--- src/rtl/otbn_pkg.sv ---
// OTBN shared definitions: EDN bus width and the EDN responder FSM states.
// Imported by otbn_edn_responder.
package otbn_pkg;

  parameter int EdnDataWidth = 256;

  typedef enum logic [1:0] {
    IDLE = 2'd0,
    FILL = 2'd1,
    FULL = 2'd2,
    ACK  = 2'd3
  } otbn_edn_resp_state_e;

  function automatic int edn_beats(int src_w);
    return EdnDataWidth / src_w;
  endfunction

endpackage

--- src/rtl/otbn_edn_responder.sv ---
// EDN responder: packs SrcWidth entropy words into one EdnDataWidth ack.
// OTBN_EDN_RESP_PREFETCH_EN: refill speculatively after reset and each ack.
module otbn_edn_responder
  import otbn_pkg::*;
#(
  parameter int SrcWidth = 32
) (
  input  logic                    clk_i,
  input  logic                    rst_ni,
  input  logic                    edn_req_i,
  output logic                    edn_ack_o,
  output logic [EdnDataWidth-1:0] edn_data_o,
  input  logic                    src_valid_i,
  output logic                    src_ready_o,
  input  logic [SrcWidth-1:0]     src_data_i,
  output logic                    busy_o
);

  localparam int Beats = edn_beats(SrcWidth);
  localparam int CntW  = (Beats > 1) ? $clog2(Beats) : 1;
  localparam logic [CntW-1:0] LastBeat = CntW'(Beats - 1);

`ifdef OTBN_EDN_RESP_PREFETCH_EN
  localparam otbn_edn_resp_state_e ResetSt  = FILL;
  localparam otbn_edn_resp_state_e AfterAck = FILL;
`else
  localparam otbn_edn_resp_state_e ResetSt  = IDLE;
  localparam otbn_edn_resp_state_e AfterAck = IDLE;
`endif

  otbn_edn_resp_state_e    state;
  logic [CntW-1:0]         cnt;
  logic [EdnDataWidth-1:0] buffer;
  logic                    take;

  assign src_ready_o = (state == FILL);
  assign busy_o      = (state == FILL);
  assign edn_ack_o   = (state == ACK);
  assign edn_data_o  = edn_ack_o ? buffer : '0;
  assign take        = src_valid_i & src_ready_o;

  // The last beat goes straight to ACK if the consumer is already waiting.
  always_ff @(posedge clk_i) begin
    if (!rst_ni) begin
      state  <= ResetSt;
      cnt    <= '0;
      buffer <= '0;
    end else begin
      unique case (state)
        IDLE: begin
          if (edn_req_i) state <= FILL;
        end
        FILL: begin
          if (take) begin
            buffer[cnt*SrcWidth +: SrcWidth] <= src_data_i;
            if (cnt == LastBeat) begin
              cnt   <= '0;
              state <= edn_req_i ? ACK : FULL;
            end else begin
              cnt <= cnt + CntW'(1);
            end
          end
        end
        FULL: begin
          if (edn_req_i) state <= ACK;
        end
        ACK: begin
          state  <= AfterAck;
          cnt    <= '0;
          buffer <= '0;
        end
        default: state <= ResetSt;
      endcase
    end
  end

endmodule

--- config.mk ---
export PLATFORM = sky130hd
export DESIGN_NAME = otbn_edn_responder
export DESIGN_NICKNAME = d
export VERILOG_FILES = /design/src/rtl/otbn_pkg.sv /design/src/rtl/otbn_edn_responder.sv
export SDC_FILE = /design/constraint.sdc
export NUM_CORES = 1
export LEC_CHECK = 0
export CORE_ASPECT_RATIO = 0.8
export CORE_MARGIN = 8
export CORE_UTILIZATION = 40
export CTS_CLUSTER_DIAMETER = 120
export CTS_CLUSTER_SIZE = 25
export DETAILED_ROUTE_END_ITERATION = 12
export DONT_BUFFER_PORTS = 1
export PLACE_DENSITY_LB_ADDON = 0.2
export SKIP_CTS_REPAIR_TIMING = 1
export SLEW_MARGIN = 10
export SYNTH_ARGS = -nofsm -noshare
export SYNTH_HDL_FRONTEND = slang
export SYNTH_SLANG_ARGS = --single-unit
--- constraint.sdc ---
create_clock -name clk_i -period 7.23 [get_ports clk_i]
set_clock_uncertainty 0.2 [all_clocks]
set_input_delay 1.446 -clock clk_i [delete_from_list [all_inputs] [get_ports clk_i]]
set_output_delay 1.446 -clock clk_i [all_outputs]
set_load 0.01 [all_outputs]
# == Yosys cells after proc, flatten, opt, wreduce, memory -nomap -nowiden ==
# Index checks and enable logic that the tools add are counted.
# totals
regBits,261
output_inout_bits,259
# classes
n_bitwise,1
shifts,2
n_addsub,2
eq_ne,8
n_reduce_logical,4
n_mux,13
# ops
op,count
256-bit 2-to-1 mux,2
256-bit case mux with 2 select lines,1
256-bit bitwise mux,1
"32-bit by 34-bit variable shift with 256-bit output, first input constant",1
32-bit by 34-bit variable part select with 256-bit output,1
8-bit negator with 34-bit output,1
2-bit 2-to-1 mux,4
2-bit case mux with 4 select lines,1
3-bit 2-to-1 mux,2
3-bit case mux with 2 select lines,1
"2-bit equality test, second input constant",2
"2-bit by 1-bit != test with 1-bit output, second input constant",2
"2-bit != test, second input constant",2
4-bit AND reduction,1
"3-bit by 1-bit adder with 3-bit output, second input constant",1
"3-bit equality test, second input constant",1
"2-bit by 1-bit equality test with 1-bit output, second input constant",1
2-bit zero test,1
2-bit AND reduction,1
2-bit nonzero test,1
1-bit bitwise AND,1
1-bit 2-to-1 mux,1

# == Logic depth before layout (Yosys ltp) ==
# Gate-level depths: netlist of the first run.
# depth
depth_word,5
ltp_mapped,10

# == Worst setup path before layout of the first run ==
# OpenSTA, ideal clock, no wires.
# synth_timing
path_type,register -> output
startpoint,reg state[1]
endpoint,out edn_data_o[100]
t_required_ns,5.584
t_arrival_ns,1.534
path_stages_with_launch,6
n_path_buf,3
path_slack_ns,4.050
cell_sequence,dfxtp_1 -> ha_1 -> buf_2 -> clkbuf_1 -> clkbuf_1 -> and2_1
# synth_between
elab_chain_len,2
# synth_rtl
item,line_no,rtl
"start, declared",otbn_edn_responder.sv:31,otbn_edn_resp_state_e state;
"start signal, assigned",otbn_edn_responder.sv:45,state <= ResetSt;
"start signal, assigned",otbn_edn_responder.sv:58,state <= edn_req_i ? ACK : FULL;
"start signal, assigned",otbn_edn_responder.sv:68,state <= AfterAck;
2-bit equality test,otbn_edn_responder.sv:38,assign edn_ack_o = (state == ACK);
named net edn_ack_o,otbn_edn_responder.sv:11,"output logic edn_ack_o,"
256-bit 2-to-1 mux,otbn_edn_responder.sv:39,assign edn_data_o = edn_ack_o ? buffer : '0;
"end, declared",otbn_edn_responder.sv:12,"output logic [EdnDataWidth-1:0] edn_data_o,"
# The timed path passes the listed nets, and every way through them passes these cells.

# == Final worst setup path of the first run ==
# layout_timing
startpoint,reg state[1]
endpoint,out edn_data_o[29]
# Same word-level chain as after synthesis.

==> report_table.html, run 1 <==
<table>
<tr><th>Metric</th><th>Value</th></tr>
<tr><th colspan="2">Status</th></tr>
<tr><td>Outcome</td><td>complete, no violations</td></tr>
<tr><th colspan="2">Timing</th></tr>
<tr><td>Least-Margin Pin Slew</td><td>1.14 ns</td></tr>
<tr><td>Shortest clock period the worst path allows after layout</td><td>4.80 ns</td></tr>
<tr><td>Maximum frequency from static timing analysis</td><td>0.208 GHz</td></tr>
<tr><td>Final hold violations</td><td>0</td></tr>
<tr><td>Portion of the clock cycle consumed by the worst path in the final layout</td><td>0.665</td></tr>
<tr><td>Final setup violation count</td><td>0</td></tr>
<tr><td>Tightest slew margin relative to the limit</td><td>0.238</td></tr>
<tr><td>Fin. max-slew vios</td><td>0</td></tr>
<tr><td>Setup total negative slack</td><td>0 ns</td></tr>
<tr><td>Unrepaired setup endpoints after global routing</td><td>no</td></tr>
<tr><th colspan="2">Floorplanning</th></tr>
<tr><td>Height of the die</td><td>161 um</td></tr>
<tr><td>Initial cell density of the core</td><td>0.404</td></tr>
<tr><td>Die area</td><td>0.0318 mm^2</td></tr>
<tr><td>Horizontal die dimension</td><td>197 um</td></tr>
<tr><td>Core Box Area</td><td>0.0261 mm^2</td></tr>
<tr><td>IO Pins</td><td>295</td></tr>
<tr><td>Placement row count</td><td>53</td></tr>
<tr><th colspan="2">Finish</th></tr>
<tr><td>Area growth syn-to-layout</td><td>4.95%</td></tr>
<tr><td>Count of nets after finishing</td><td>1017</td></tr>
<tr><td>Fraction of layout cells with a size suffix above 1</td><td>0.0464</td></tr>
<tr><td>Number of diodes added for antenna fixing</td><td>0</td></tr>
<tr><th colspan="2">Synth</th></tr>
<tr><td>Average cell area after synthesis</td><td>10.2 um^2</td></tr>
<tr><td>Synth Flop Type</td><td>sky130_fd_sc_hd__dfxtp_1</td></tr>
<tr><td>Share of the synthesized area in the top cell type</td><td>0.496</td></tr>
<tr><td>Synthesized cell area</td><td>0.0105 mm^2</td></tr>
<tr><td>Unique masters post-synth</td><td>50</td></tr>
<tr><td>Number of nets produced by synthesis</td><td>1077</td></tr>
<tr><td>Leading post-synthesis cells by cell area</td><td>sky130_fd_sc_hd__dfxtp_1 (50%), sky130_fd_sc_hd__o2bb2ai_1 (17%), sky130_fd_sc_hd__and2_1 (15%), sky130_fd_sc_hd__a22o_1 (3.0%), sky130_fd_sc_hd__nand2_1 (2.3%)</td></tr>
<tr><td>Largest area contributor in the synthesized netlist</td><td>sky130_fd_sc_hd__dfxtp_1</td></tr>
<tr><td>Number of instances in the synthesized netlist</td><td>1029</td></tr>
<tr><td>Count of yosys warnings during synthesis</td><td>0</td></tr>
<tr><td>#FFs+latches synth</td><td>261</td></tr>
<tr><td>Number of enable flip-flop cells after synthesis</td><td>0</td></tr>
<tr><td>Async S/R FF share, synth</td><td>0</td></tr>
<tr><td>Sequential-to-total area share from yosys stat</td><td>0.496</td></tr>
<tr><th colspan="2">Setup path</th></tr>
<tr><td>Critical path capture point</td><td>edn_data_o[29]</td></tr>
<tr><td>Startpoint of the worst register-to-register path</td><td>state[1]$_SDFFE_PN0P_</td></tr>
<tr><td>Register-to-Register Setup Slack</td><td>3.09 ns</td></tr>
<tr><td>Startpoint Class</td><td>flop</td></tr>
<tr><td>Arrival time at the worst endpoint</td><td>3.16 ns</td></tr>
<tr><td>Required time of the worst setup path</td><td>5.58 ns</td></tr>
<tr><td>Reg2reg end</td><td>buffer[92]$_SDFFE_PN0P_</td></tr>
<tr><td>Start point of the critical path</td><td>state[1]$_SDFFE_PN0P_</td></tr>
<tr><td>Reg2reg path depth</td><td>7</td></tr>
<tr><td>CP endpoint kind</td><td>output port</td></tr>
<tr><td>Path type of the worst setup path</td><td>flop to output port</td></tr>
<tr><td>Crit path max fanout</td><td>136</td></tr>
<tr><th colspan="2">Job</th></tr>
<tr><td>Total of max-cap violations</td><td>0</td></tr>
<tr><th colspan="2">Power</th></tr>
<tr><td>Static leakage power</td><td>3.81 nW</td></tr>
<tr><td>Worst IR Drop VDD</td><td>0.000144 V</td></tr>
<tr><td>Power per cell area</td><td>250 mW/mm^2</td></tr>
<tr><td>Power consumption</td><td>0.00277 W</td></tr>
<tr><th colspan="2">Placement</th></tr>
<tr><td># port buffers</td><td>0</td></tr>
<tr><td>Sum of net half-perimeters after detailed placement</td><td>23.3 mm</td></tr>
<tr><td>RePlAce Congestion</td><td>0.796</td></tr>
<tr><th colspan="2">CTS</th></tr>
<tr><td>Bufs on Longest Clock Path</td><td>3</td></tr>
<tr><td>Later-pin clock latency in the skew report</td><td>0.50 ns</td></tr>
<tr><td>Cts bufs inserted</td><td>14</td></tr>
<tr><td>Buffer type at the clock tree root</td><td>sky130_fd_sc_hd__clkbuf_16</td></tr>
<tr><td>CTS sink cnt</td><td>261</td></tr>
<tr><td>Clock Pin Slew Worst Setup and Hold Paths</td><td>0.10 ns</td></tr>
<tr><td>CTS tree</td><td>built</td></tr>
<tr><td>H-Tree Depth</td><td>1</td></tr>
<tr><th colspan="2">Global routing</th></tr>
<tr><td>Vias in the first global route</td><td>7380</td></tr>
<tr><td>Total GRT Usage</td><td>0.202</td></tr>
<tr><td>Grt total ovfl</td><td>0</td></tr>
<tr><td>First-pass GRT wire length</td><td>50.1 mm</td></tr>
<tr><td>Largest net degree at the start of global routing</td><td>137</td></tr>
<tr><td>Antenna violations before repair</td><td>0</td></tr>
<tr><th colspan="2">Routing</th></tr>
<tr><td>Routed length per instance</td><td>25.7 um</td></tr>
<tr><td>Vias per Instance</td><td>5.61</td></tr>
<tr><td>First-pass DRT Iterations</td><td>6</td></tr>
<tr><td>Detailed Route WL</td><td>34.0 mm</td></tr>
<tr><td>Total number of vias</td><td>7442</td></tr>
<tr><td>Total DRC errors in the routed layout</td><td>0</td></tr>
<tr><td>Antenna Nets Post-Route</td><td>0</td></tr>
<tr><td>Initial DRC count</td><td>397</td></tr>
<tr><th colspan="2">Min path</th></tr>
<tr><td>Class of the most critical hold timing path</td><td>flop to flop</td></tr>
</table>
-- cell type report --
class	count	area (um^2)
inverters	7	26.3
multi-input cells	676	4900
repair buffers	9	67.6
clock buffers	15	375
flip-flops and latches	261	5230
well taps	357	447
fillers	2570	15000
clock inverters	1	16.3
-- metal layers --
layer / routed length, um / global-route usage / up-vias / share of wire
li1: - / - / 3519 / -
met1: 16600 / 0.292 / 3651 / 0.49
met2: 14600 / 0.304 / 242 / 0.43
met3: 2310 / 0.0489 / 30 / 0.068
met4: 532 / 0.0355 / 0 / 0.016
met5: 0 / 0 / - / 0
-- report_power, final --
group / switching [W] / total, W / internal, W
logic: 0.000313 / 0.000406 / 0.0000928
clock network: 0.000479 / 0.000858 / 0.000379
registers: 0.0000289 / 0.00150 / 0.00147
-- worst max-delay path, cell delays in order, from the launching register on --
cell and delay (ns):
sky130_fd_sc_hd__dfxtp_1 0.45, sky130_fd_sc_hd__ha_4 0.89, sky130_fd_sc_hd__buf_4 0.87, sky130_fd_sc_hd__and2_1 0.31
-- sequential cells by signal (all words and copies together) (netlist names) --
signal / cells
state: 2
cnt: 3
buffer: 256
-- cells by family (layout without fill, tap and decap cells) --
kind of cell	count (synthesis)	after routing	synth area share
buf+inv	92	32	0.0433
flops	261	261	0.496
simple gates	390	390	0.218
mux	14	14	0.0133
compound gates	260	260	0.216
fa+ha+maj	12	12	0.0142
-- synth_stat cells, types with 2 or more instances --
cell type                   count
sky130_fd_sc_hd__dfxtp_1      261
sky130_fd_sc_hd__and2_1       257
sky130_fd_sc_hd__o2bb2ai_1    207
sky130_fd_sc_hd__nand2_1       64
sky130_fd_sc_hd__clkbuf_1      40
sky130_fd_sc_hd__a22o_1        36
sky130_fd_sc_hd__buf_2         28
sky130_fd_sc_hd__nand3_1       18
sky130_fd_sc_hd__mux2i_1       14
sky130_fd_sc_hd__ha_1          12
sky130_fd_sc_hd__buf_4         10
sky130_fd_sc_hd__nand2b_1       8
sky130_fd_sc_hd__nor2_1         8
sky130_fd_sc_hd__inv_1          6
sky130_fd_sc_hd__nand4_1        4
sky130_fd_sc_hd__nor2b_1        4
sky130_fd_sc_hd__nor3_1         4
sky130_fd_sc_hd__o21ai_2        4
sky130_fd_sc_hd__buf_1          3
sky130_fd_sc_hd__buf_6          3
sky130_fd_sc_hd__nor2_2         3
sky130_fd_sc_hd__a22oi_1        2
sky130_fd_sc_hd__and3_1         2
sky130_fd_sc_hd__nand3b_1       2
sky130_fd_sc_hd__nor2_4         2
sky130_fd_sc_hd__nor3_2         2
sky130_fd_sc_hd__or2_1          2
-- how the worst min path moves through the flow --
stage / end / slack [ns] / from / cells after the start
floorplan: buffer[0]$_SDFFE_PN0P_ / 0.22 / buffer[0]$_SDFFE_PN0P_ / 1
global placement: buffer[69]$_SDFFE_PN0P_ / 0.24 / buffer[69]$_SDFFE_PN0P_ / 1
detailed placement: buffer[194]$_SDFFE_PN0P_ / 0.24 / buffer[194]$_SDFFE_PN0P_ / 1
CTS: buffer[242]$_SDFFE_PN0P_ / 0.26 / buffer[242]$_SDFFE_PN0P_ / 2
global route: buffer[80]$_SDFFE_PN0P_ / 0.27 / buffer[80]$_SDFFE_PN0P_ / 1
finish: buffer[216]$_SDFFE_PN0P_ / 0.26 / buffer[216]$_SDFFE_PN0P_ / 1
-- through the flow --
step	cells	area, um^2	setup slack (ns)	utilization	hold slack [ns]
after detailed placement	1310	10700	2.98	0.409	0.239
final	1326	11100	2.43	0.424	0.260
after floorplan	1029	10500	4.05	-	0.224
after CTS	1326	11100	2.43	0.424	0.263
after global placement	1310	10700	3.04	0.409	0.237
after global routing	1326	11100	2.14	0.424	0.274
-- layout by cell type, fill, tap and decap left out, types with 2 or more instances in the layout --
master                      instances
sky130_fd_sc_hd__ha_1              11
sky130_fd_sc_hd__nand3b_1           2
sky130_fd_sc_hd__nor3_4             2
sky130_fd_sc_hd__a22o_1            36
sky130_fd_sc_hd__clkbuf_16         15
sky130_fd_sc_hd__and2_1           257
sky130_fd_sc_hd__nor2_2             3
sky130_fd_sc_hd__nand4_1            4
sky130_fd_sc_hd__nor2_4             2
sky130_fd_sc_hd__inv_1              6
sky130_fd_sc_hd__o2bb2ai_1        207
sky130_fd_sc_hd__o21ai_4            3
sky130_fd_sc_hd__nor2b_1            4
sky130_fd_sc_hd__or2_1              2
sky130_fd_sc_hd__nand2b_1           8
sky130_fd_sc_hd__a22oi_1            2
sky130_fd_sc_hd__mux2i_1           14
sky130_fd_sc_hd__nor3_2             2
sky130_fd_sc_hd__dfxtp_1          261
sky130_fd_sc_hd__nand3_1           18
sky130_fd_sc_hd__and3_1             2
sky130_fd_sc_hd__nand2_1           64
sky130_fd_sc_hd__nor2_1             8
sky130_fd_sc_hd__nor3_1             3
sky130_fd_sc_hd__buf_4              9
sky130_fd_sc_hd__o21ai_2            2
Note: power is estimated with default switching activity, not from simulation.
==> run 2: changes to the inputs <==
- clock period: 7.23 -> 4.2 ns (I/O delays scaled with it)
==> run 2 against run 1 <==
Against the previous run:
- non-clock buffer count grew 6
- largest power group unchanged
- final area is 0.41% higher
- die area stayed put
- sequential cell count did not move
==> report_table.html, run 2 (same netlist as run 1, synthesis figures left out) <==
<table>
<tr><th>Metric</th><th>Value</th></tr>
<tr><th colspan="2">Setup path</th></tr>
<tr><td>Reg2reg end</td><td>buffer[52]$_SDFFE_PN0P_</td></tr>
<tr><td>Register-to-Register Setup Slack</td><td>0.80 ns (-2.29 ns)</td></tr>
<tr><td>Path type of the worst setup path</td><td>flop to output port</td></tr>
<tr><td>CP endpoint kind</td><td>output port</td></tr>
<tr><td>Reg2reg path depth</td><td>8 (+1)</td></tr>
<tr><td>Required time of the worst setup path</td><td>3.16 ns (-2.42 ns)</td></tr>
<tr><td>Startpoint of the worst register-to-register path</td><td>cnt[0]$_SDFFE_PN0P_</td></tr>
<tr><td>Arrival time at the worst endpoint</td><td>2.59 ns (-0.57 ns)</td></tr>
<tr><td>Startpoint Class</td><td>flop</td></tr>
<tr><td>Crit path max fanout</td><td>122 (-10%)</td></tr>
<tr><th colspan="2">Floorplanning</th></tr>
<tr><td>IO Pins</td><td>295 (unchanged)</td></tr>
<tr><td>Horizontal die dimension</td><td>197 um (unchanged)</td></tr>
<tr><td>Placement row count</td><td>53 (unchanged)</td></tr>
<tr><td>Initial cell density of the core</td><td>0.404 (unchanged)</td></tr>
<tr><td>Core Box Area</td><td>0.0261 mm^2 (unchanged)</td></tr>
<tr><td>Die area</td><td>0.0318 mm^2 (unchanged)</td></tr>
<tr><td>Height of the die</td><td>161 um (unchanged)</td></tr>
<tr><th colspan="2">Routing</th></tr>
<tr><td>Initial DRC count</td><td>505 (+27%)</td></tr>
<tr><td>Total DRC errors in the routed layout</td><td>0 (unchanged)</td></tr>
<tr><td>Total number of vias</td><td>7539 (+1.3%)</td></tr>
<tr><td>Vias per Instance</td><td>5.66 (+0.85%)</td></tr>
<tr><td>Routed length per instance</td><td>25.6 um (-0.41%)</td></tr>
<tr><td>First-pass DRT Iterations</td><td>4 (-2)</td></tr>
<tr><td>Antenna Nets Post-Route</td><td>0 (unchanged)</td></tr>
<tr><td>Detailed Route WL</td><td>34.1 mm (about the same)</td></tr>
<tr><th colspan="2">Timing</th></tr>
<tr><td>Setup total negative slack</td><td>0 ns (unchanged)</td></tr>
<tr><td>Maximum frequency from static timing analysis</td><td>0.275 GHz</td></tr>
<tr><td>Least-Margin Pin Slew</td><td>1.01 ns (-0.130 ns)</td></tr>
<tr><td>Shortest clock period the worst path allows after layout</td><td>3.63 ns</td></tr>
<tr><td>Unrepaired setup endpoints after global routing</td><td>no</td></tr>
<tr><td>Tightest slew margin relative to the limit</td><td>0.322 (+0.0844)</td></tr>
<tr><td>Final setup violation count</td><td>0 (unchanged)</td></tr>
<tr><td>Final hold violations</td><td>0 (unchanged)</td></tr>
<tr><td>Fin. max-slew vios</td><td>0 (unchanged)</td></tr>
<tr><td>Min Hold Slack</td><td>0.261 ns (+0.000935 ns)</td></tr>
<tr><td>Portion of the clock cycle consumed by the worst path in the final layout</td><td>0.865</td></tr>
<tr><th colspan="2">CTS</th></tr>
<tr><td>Cts bufs inserted</td><td>14 (unchanged)</td></tr>
<tr><td>CTS sink cnt</td><td>261 (unchanged)</td></tr>
<tr><td>Clock Pin Slew Worst Setup and Hold Paths</td><td>0.10 ns (about the same)</td></tr>
<tr><td>Buffer type at the clock tree root</td><td>sky130_fd_sc_hd__clkbuf_16</td></tr>
<tr><td>H-Tree Depth</td><td>1 (unchanged)</td></tr>
<tr><td>Later-pin clock latency in the skew report</td><td>0.49 ns (about the same)</td></tr>
<tr><td>CTS tree</td><td>built</td></tr>
<tr><td>Bufs on Longest Clock Path</td><td>3 (unchanged)</td></tr>
<tr><th colspan="2">Placement</th></tr>
<tr><td>Cell Count Post-Placement</td><td>1316 (+0.46%)</td></tr>
<tr><td>Post-place instance area</td><td>0.0107 mm^2 (+0.42%)</td></tr>
<tr><td>Sum of net half-perimeters after detailed placement</td><td>23.8 mm (+2.1%)</td></tr>
<tr><td># port buffers</td><td>0 (unchanged)</td></tr>
<tr><td>RePlAce Congestion</td><td>0.823 (+3.4%)</td></tr>
<tr><th colspan="2">Global routing</th></tr>
<tr><td>First-pass GRT wire length</td><td>50.4 mm (+0.73%)</td></tr>
<tr><td>Largest net degree at the start of global routing</td><td>123 (-10%)</td></tr>
<tr><td>Vias in the first global route</td><td>7361 (-0.26%)</td></tr>
<tr><td>Grt total ovfl</td><td>0 (unchanged)</td></tr>
<tr><td>Total GRT Usage</td><td>0.203 (+0.000328)</td></tr>
<tr><td>Antenna violations before repair</td><td>0 (unchanged)</td></tr>
<tr><th colspan="2">Power</th></tr>
<tr><td>Clk network pwr share</td><td>0.307 (-0.003)</td></tr>
<tr><td>Power dissipated by switching net loads</td><td>0.00142 W (+73%)</td></tr>
<tr><td>Switching share of power</td><td>0.297 (+0.000512)</td></tr>
<tr><td>Worst IR Drop VDD</td><td>0.000238 V (+66%)</td></tr>
<tr><td>Static leakage power</td><td>3.84 nW (+0.80%)</td></tr>
<tr><td>Cell-internal power</td><td>0.00337 W (+73%)</td></tr>
<tr><td>Relative contribution of combinational cells to total power</td><td>0.153 (+0.006)</td></tr>
<tr><td>Power share of the sequential group</td><td>0.540 (-0.003)</td></tr>
<tr><td>Power per cell area</td><td>431 mW/mm^2 (+72%)</td></tr>
<tr><th colspan="2">Finish</th></tr>
<tr><td>Fraction of layout cells with a size suffix above 1</td><td>0.0523 (+0.00587)</td></tr>
<tr><td>Largest register FFs</td><td>256 (unchanged)</td></tr>
<tr><td>Core Util, Final</td><td>0.426 (+0.00173)</td></tr>
<tr><td>Count of nets after finishing</td><td>1023 (+0.59%)</td></tr>
<tr><td>Largest registers ranked by flip-flop count</td><td>buffer x256, cnt x3, state x2</td></tr>
<tr><td>Commonest non-fill, non-tap cell in the layout</td><td>sky130_fd_sc_hd__dfxtp_1</td></tr>
<tr><td>Area growth syn-to-layout</td><td>5.38%</td></tr>
<tr><td>Register with the highest flop count</td><td>buffer</td></tr>
<tr><td>Commonest cells after routing, fill and taps aside</td><td>sky130_fd_sc_hd__dfxtp_1 (261), sky130_fd_sc_hd__and2_1 (257), sky130_fd_sc_hd__o2bb2ai_1 (207)</td></tr>
<tr><td>Final standard cell area without fillers</td><td>0.0111 mm^2 (+0.41%)</td></tr>
<tr><td>Number of diodes added for antenna fixing</td><td>0 (unchanged)</td></tr>
<tr><td>Non-filler instance count after layout</td><td>1332 (+0.45%)</td></tr>
<tr><th colspan="2">Status</th></tr>
<tr><td>Outcome</td><td>complete, no violations</td></tr>
<tr><th colspan="2">Min path</th></tr>
<tr><td>Hold-critical path endpoint</td><td>buffer[137]$_SDFFE_PN0P_</td></tr>
<tr><td>Cell depth of the worst hold path</td><td>1 (unchanged)</td></tr>
<tr><td>Class of the most critical hold timing path</td><td>flop to flop</td></tr>
<tr><td>Start point of the worst hold path</td><td>buffer[137]$_SDFFE_PN0P_</td></tr>
<tr><th colspan="2">Job</th></tr>
<tr><td>Total of max-cap violations</td><td>0 (unchanged)</td></tr>
</table>
## run 2: changes by cell type in the layout (fill, tap and decap cells not counted)
cell / before / now
sky130_fd_sc_hd__buf_4: 9 / 15
## run 2: power by group through the flow
stage	sequential, W	combinational (W)	clock, W
2_1_floorplan	0.00262	0.000558	0
3_3_place_gp	0.00264	0.000724	0
3_5_place_dp	0.00264	0.000736	0
4_1_cts	0.00259	0.000737	0.00153
5_1_grt	0.00260	0.000802	0.00161
6_report	0.00259	0.000733	0.00147
## run 2: final cells by class
class                           instances  area [um^2]
Timing Repair Buffer                   15          113
Sequential cell                       261         5230
Inverter                                7         26.3
Tap cell                              357          447
Clock inverter                          1         16.3
Multi-Input combinational cell        676         4900
Clock buffer                           15          375
Fill cell                            2559        15000
## run 2: through the flow
stage	power [W]	worst slack (ns)
final	0.00479	0.567
after global routing	0.00501	0.293
after CTS	0.00485	0.476
after floorplan	0.00318	1.63
after global placement	0.00337	0.928
after detailed placement	0.00338	0.848
## run 2: layer usage
| layer | global-route usage | up-vias | share of wire |
|---|---|---|---|
| met5 | 0 | - | 0 |
| met4 | 0.0358 | 0 | 0.017 |
| met3 | 0.0528 | 31 | 0.079 |
| met2 | 0.293 | 255 | 0.42 |
| met1 | 0.299 | 3723 | 0.48 |
| li1 | - | 3530 | - |
## run 2: worst max-delay path, cell delays in order, from the launching register on
cell and delay (ns):
sky130_fd_sc_hd__dfxtp_1 0.46, sky130_fd_sc_hd__ha_4 0.82, sky130_fd_sc_hd__buf_4 0.52, sky130_fd_sc_hd__and2_1 0.29
## run 2: worst max-delay path by stage
| stage | cells after the start | startpoint | end | slack (ns) |
|---|---|---|---|---|
| after floorplan | 5 | state[1]$_SDFFE_PN0P_ | edn_data_o[100] | 1.63 |
| after global placement | 8 | cnt[0]$_SDFFE_PN0P_ | buffer[52]$_SDFFE_PN0P_ | 0.93 |
| after detailed placement | 8 | cnt[0]$_SDFFE_PN0P_ | buffer[52]$_SDFFE_PN0P_ | 0.85 |
| after CTS | 3 | state[1]$_SDFFE_PN0P_ | edn_data_o[1] | 0.48 |
| after global routing | 3 | state[1]$_SDFFE_PN0P_ | edn_data_o[69] | 0.29 |
| final | 3 | state[1]$_SDFFE_PN0P_ | edn_data_o[1] | 0.57 |
==> run 3: changes to the inputs <==
- CORE_MARGIN: 8 -> 4
- TNS_END_PERCENT: unset -> 30
==> run 3 against run 2 <==
Against the previous run:
- worst hold slack got worse by 0.0025 ns
- register-to-register slack improved by 0.04 ns
- first-iteration DRC count fell by 6.5%
- final area barely moved
- combinational power fell by 2.7%
- global-route usage rose by 0.61 points
- sequential share of layout area barely moved
- critical path depth did not move
- setup slack got worse by 0.039 ns
- utilization rose by 0.68 points
- final cell count fell by 0.45%
- critical endpoint is now edn_data_o[84]
- largest power group unchanged
==> report_table.html, run 3 (same netlist as run 1, synthesis figures left out) <==
<table>
<tr><th>Metric</th><th>Value</th></tr>
<tr><th colspan="2">Status</th></tr>
<tr><td>Outcome</td><td>complete, no violations</td></tr>
<tr><th colspan="2">Timing</th></tr>
<tr><td>Final hold violations</td><td>0 (unchanged)</td></tr>
<tr><td>Final setup violation count</td><td>0 (unchanged)</td></tr>
<tr><td>Tightest slew margin relative to the limit</td><td>0.322 (-0.000554)</td></tr>
<tr><td>Worst Setup Slack, final</td><td>0.528 ns (-0.0390 ns)</td></tr>
<tr><td>Setup total negative slack</td><td>0 ns (unchanged)</td></tr>
<tr><td>Fin. max-slew vios</td><td>0 (unchanged)</td></tr>
<tr><td>Unrepaired setup endpoints after global routing</td><td>no</td></tr>
<tr><td>Shortest clock period the worst path allows after layout</td><td>3.67 ns (+0.0390 ns)</td></tr>
<tr><td>Least-Margin Pin Slew</td><td>1.02 ns (+0.00467 ns)</td></tr>
<tr><td>Maximum frequency from static timing analysis</td><td>0.272 GHz (-1.1%)</td></tr>
<tr><td>Portion of the clock cycle consumed by the worst path in the final layout</td><td>0.874 (+0.00928)</td></tr>
<tr><th colspan="2">Finish</th></tr>
<tr><td>Largest registers ranked by flip-flop count</td><td>buffer x256, cnt x3, state x2</td></tr>
<tr><td>Count of nets after finishing</td><td>1023 (unchanged)</td></tr>
<tr><td>Commonest non-fill, non-tap cell in the layout</td><td>sky130_fd_sc_hd__dfxtp_1</td></tr>
<tr><td>Final standard cell area without fillers</td><td>0.0111 mm^2 (about the same)</td></tr>
<tr><td>Number of filler cells placed in the layout</td><td>2540 (-0.74%)</td></tr>
<tr><td>Non-filler instance count after layout</td><td>1326 (-0.45%)</td></tr>
<tr><td>Fraction of layout cells with a size suffix above 1</td><td>0.0523 (unchanged)</td></tr>
<tr><td>Commonest cells after routing, fill and taps aside</td><td>sky130_fd_sc_hd__dfxtp_1 (261), sky130_fd_sc_hd__and2_1 (257), sky130_fd_sc_hd__o2bb2ai_1 (207)</td></tr>
<tr><td>Register with the highest flop count</td><td>buffer</td></tr>
<tr><td>Area growth syn-to-layout</td><td>5.31% (about the same)</td></tr>
<tr><td>Core Util, Final</td><td>0.433 (+0.00680)</td></tr>
<tr><td>Number of diodes added for antenna fixing</td><td>0 (unchanged)</td></tr>
<tr><td>Largest register FFs</td><td>256 (unchanged)</td></tr>
<tr><th colspan="2">Routing</th></tr>
<tr><td>First-pass DRT Iterations</td><td>4 (unchanged)</td></tr>
<tr><td>Initial DRC count</td><td>472 (-6.5%)</td></tr>
<tr><td>Antenna Nets Post-Route</td><td>0 (unchanged)</td></tr>
<tr><td>Routed length per instance</td><td>24.1 um (-5.9%)</td></tr>
<tr><td>Detailed Route WL</td><td>31.9 mm (-6.3%)</td></tr>
<tr><td>Vias per Instance</td><td>5.62 (-0.67%)</td></tr>
<tr><td>Total DRC errors in the routed layout</td><td>0 (unchanged)</td></tr>
<tr><td>Total number of vias</td><td>7455 (-1.1%)</td></tr>
<tr><th colspan="2">Setup path</th></tr>
<tr><td>Required time of the worst setup path</td><td>3.16 ns (about the same)</td></tr>
<tr><td>CP endpoint kind</td><td>output port</td></tr>
<tr><td>Path type of the worst setup path</td><td>flop to output port</td></tr>
<tr><td>Arrival time at the worst endpoint</td><td>2.63 ns (+0.04 ns)</td></tr>
<tr><td>Crit path max fanout</td><td>116 (-4.9%)</td></tr>
<tr><td>Startpoint Class</td><td>flop</td></tr>
<tr><th colspan="2">Global routing</th></tr>
<tr><td>First-pass GRT wire length</td><td>48.1 mm (-4.6%)</td></tr>
<tr><td>Total GRT Usage</td><td>0.209 (+0.00611)</td></tr>
<tr><td>Vias in the first global route</td><td>7156 (-2.8%)</td></tr>
<tr><td>Grt total ovfl</td><td>0 (unchanged)</td></tr>
<tr><td>Largest net degree at the start of global routing</td><td>117 (-4.9%)</td></tr>
<tr><td>Antenna violations before repair</td><td>0 (unchanged)</td></tr>
<tr><th colspan="2">Placement</th></tr>
<tr><td>Post-place instance area</td><td>0.0107 mm^2 (about the same)</td></tr>
<tr><td># port buffers</td><td>0 (unchanged)</td></tr>
<tr><td>Cell Count Post-Placement</td><td>1310 (-0.46%)</td></tr>
<tr><td>Sum of net half-perimeters after detailed placement</td><td>22.2 mm (-6.8%)</td></tr>
<tr><td>RePlAce Congestion</td><td>0.825 (+0.22%)</td></tr>
<tr><td>Post-placement setup slack</td><td>0.906 ns (+0.0580 ns)</td></tr>
<tr><th colspan="2">Min path</th></tr>
<tr><td>Class of the most critical hold timing path</td><td>flop to flop</td></tr>
<tr><th colspan="2">Floorplanning</th></tr>
<tr><td>Height of the die</td><td>153 um (-5.0%)</td></tr>
<tr><td>IO Pins</td><td>295 (unchanged)</td></tr>
<tr><td>Die area</td><td>0.0290 mm^2 (-8.8%)</td></tr>
<tr><td>Horizontal die dimension</td><td>189 um (-4.1%)</td></tr>
<tr><td>Core Box Area</td><td>0.0256 mm^2 (-1.6%)</td></tr>
<tr><td>Placement row count</td><td>52 (-1.9%)</td></tr>
<tr><td>Initial cell density of the core</td><td>0.411 (+0.00673)</td></tr>
<tr><th colspan="2">Power</th></tr>
<tr><td>Power per cell area</td><td>430 mW/mm^2 (-0.42%)</td></tr>
<tr><td>Worst IR Drop VDD</td><td>0.000279 V (+17%)</td></tr>
<tr><td>Static leakage power</td><td>3.84 nW (unchanged)</td></tr>
<tr><th colspan="2">CTS</th></tr>
<tr><td>H-Tree Depth</td><td>1 (unchanged)</td></tr>
<tr><td>CTS tree</td><td>built</td></tr>
<tr><td>Clock Pin Slew Worst Setup and Hold Paths</td><td>0.10 ns (about the same)</td></tr>
<tr><td>Cts bufs inserted</td><td>14 (unchanged)</td></tr>
<tr><td>Later-pin clock latency in the skew report</td><td>0.49 ns (about the same)</td></tr>
<tr><td>CTS sink cnt</td><td>261 (unchanged)</td></tr>
<tr><td>Bufs on Longest Clock Path</td><td>3 (unchanged)</td></tr>
<tr><td>Buffer type at the clock tree root</td><td>sky130_fd_sc_hd__clkbuf_16</td></tr>
<tr><th colspan="2">Job</th></tr>
<tr><td>Total of max-cap violations</td><td>0 (unchanged)</td></tr>
</table>
[run 3: metrics by stage]
stage,hold slack (ns),power [W]
3_3_place_gp,0.236,0.00335
5_1_grt,0.246,0.00497
4_1_cts,0.243,0.00482
2_1_floorplan,0.224,0.00318
6_report,0.259,0.00477
3_5_place_dp,0.238,0.00336
[run 3: critical path, stage by stage, from the launching register on]
cell and delay (ns):
sky130_fd_sc_hd__dfxtp_1 0.45, sky130_fd_sc_hd__ha_4 0.86, sky130_fd_sc_hd__buf_4 0.54, sky130_fd_sc_hd__and2_1 0.29
[run 3: worst paths after layout]
check,start,slack [ns],cells after the start,endpoint
hold reg to reg,buffer[215]$_SDFFE_PN0P_,0.26,1,buffer[215]$_SDFFE_PN0P_
setup reg to reg,cnt[0]$_SDFFE_PN0P_,0.84,7,buffer[82]$_SDFFE_PN0P_
hold / removal,buffer[215]$_SDFFE_PN0P_,0.26,1,buffer[215]$_SDFFE_PN0P_
setup / recovery,state[1]$_SDFFE_PN0P_,0.53,3,edn_data_o[84]
[run 3: per-layer routing]
layer / vias to the layer above / part of all wire / global-route usage
li1: 3545 / - / -
met1: 3616 / 0.50 / 0.322
met4: 0 / 0.018 / 0.0382
met5: - / 0 / 0
met3: 31 / 0.070 / 0.0492
met2: 263 / 0.41 / 0.300
[run 3: layout make-up]
class / instances / area, um^2 / share of cell area
clock buffers: 15 / 375 / 0.0338
repair buffers: 15 / 113 / 0.0101
multi-input cells: 676 / 4900 / 0.442
well taps: 351 / 439 / 0.0396
clock inverters: 1 / 16.3 / 0.00147
flip-flops and latches: 261 / 5230 / 0.471
inverters: 7 / 26.3 / 0.00237
[run 3: where the power goes]
group	internal (W)	switching [W]
logic	0.000177	0.000536
registers	0.00254	0.0000505
clock network	0.000652	0.000814
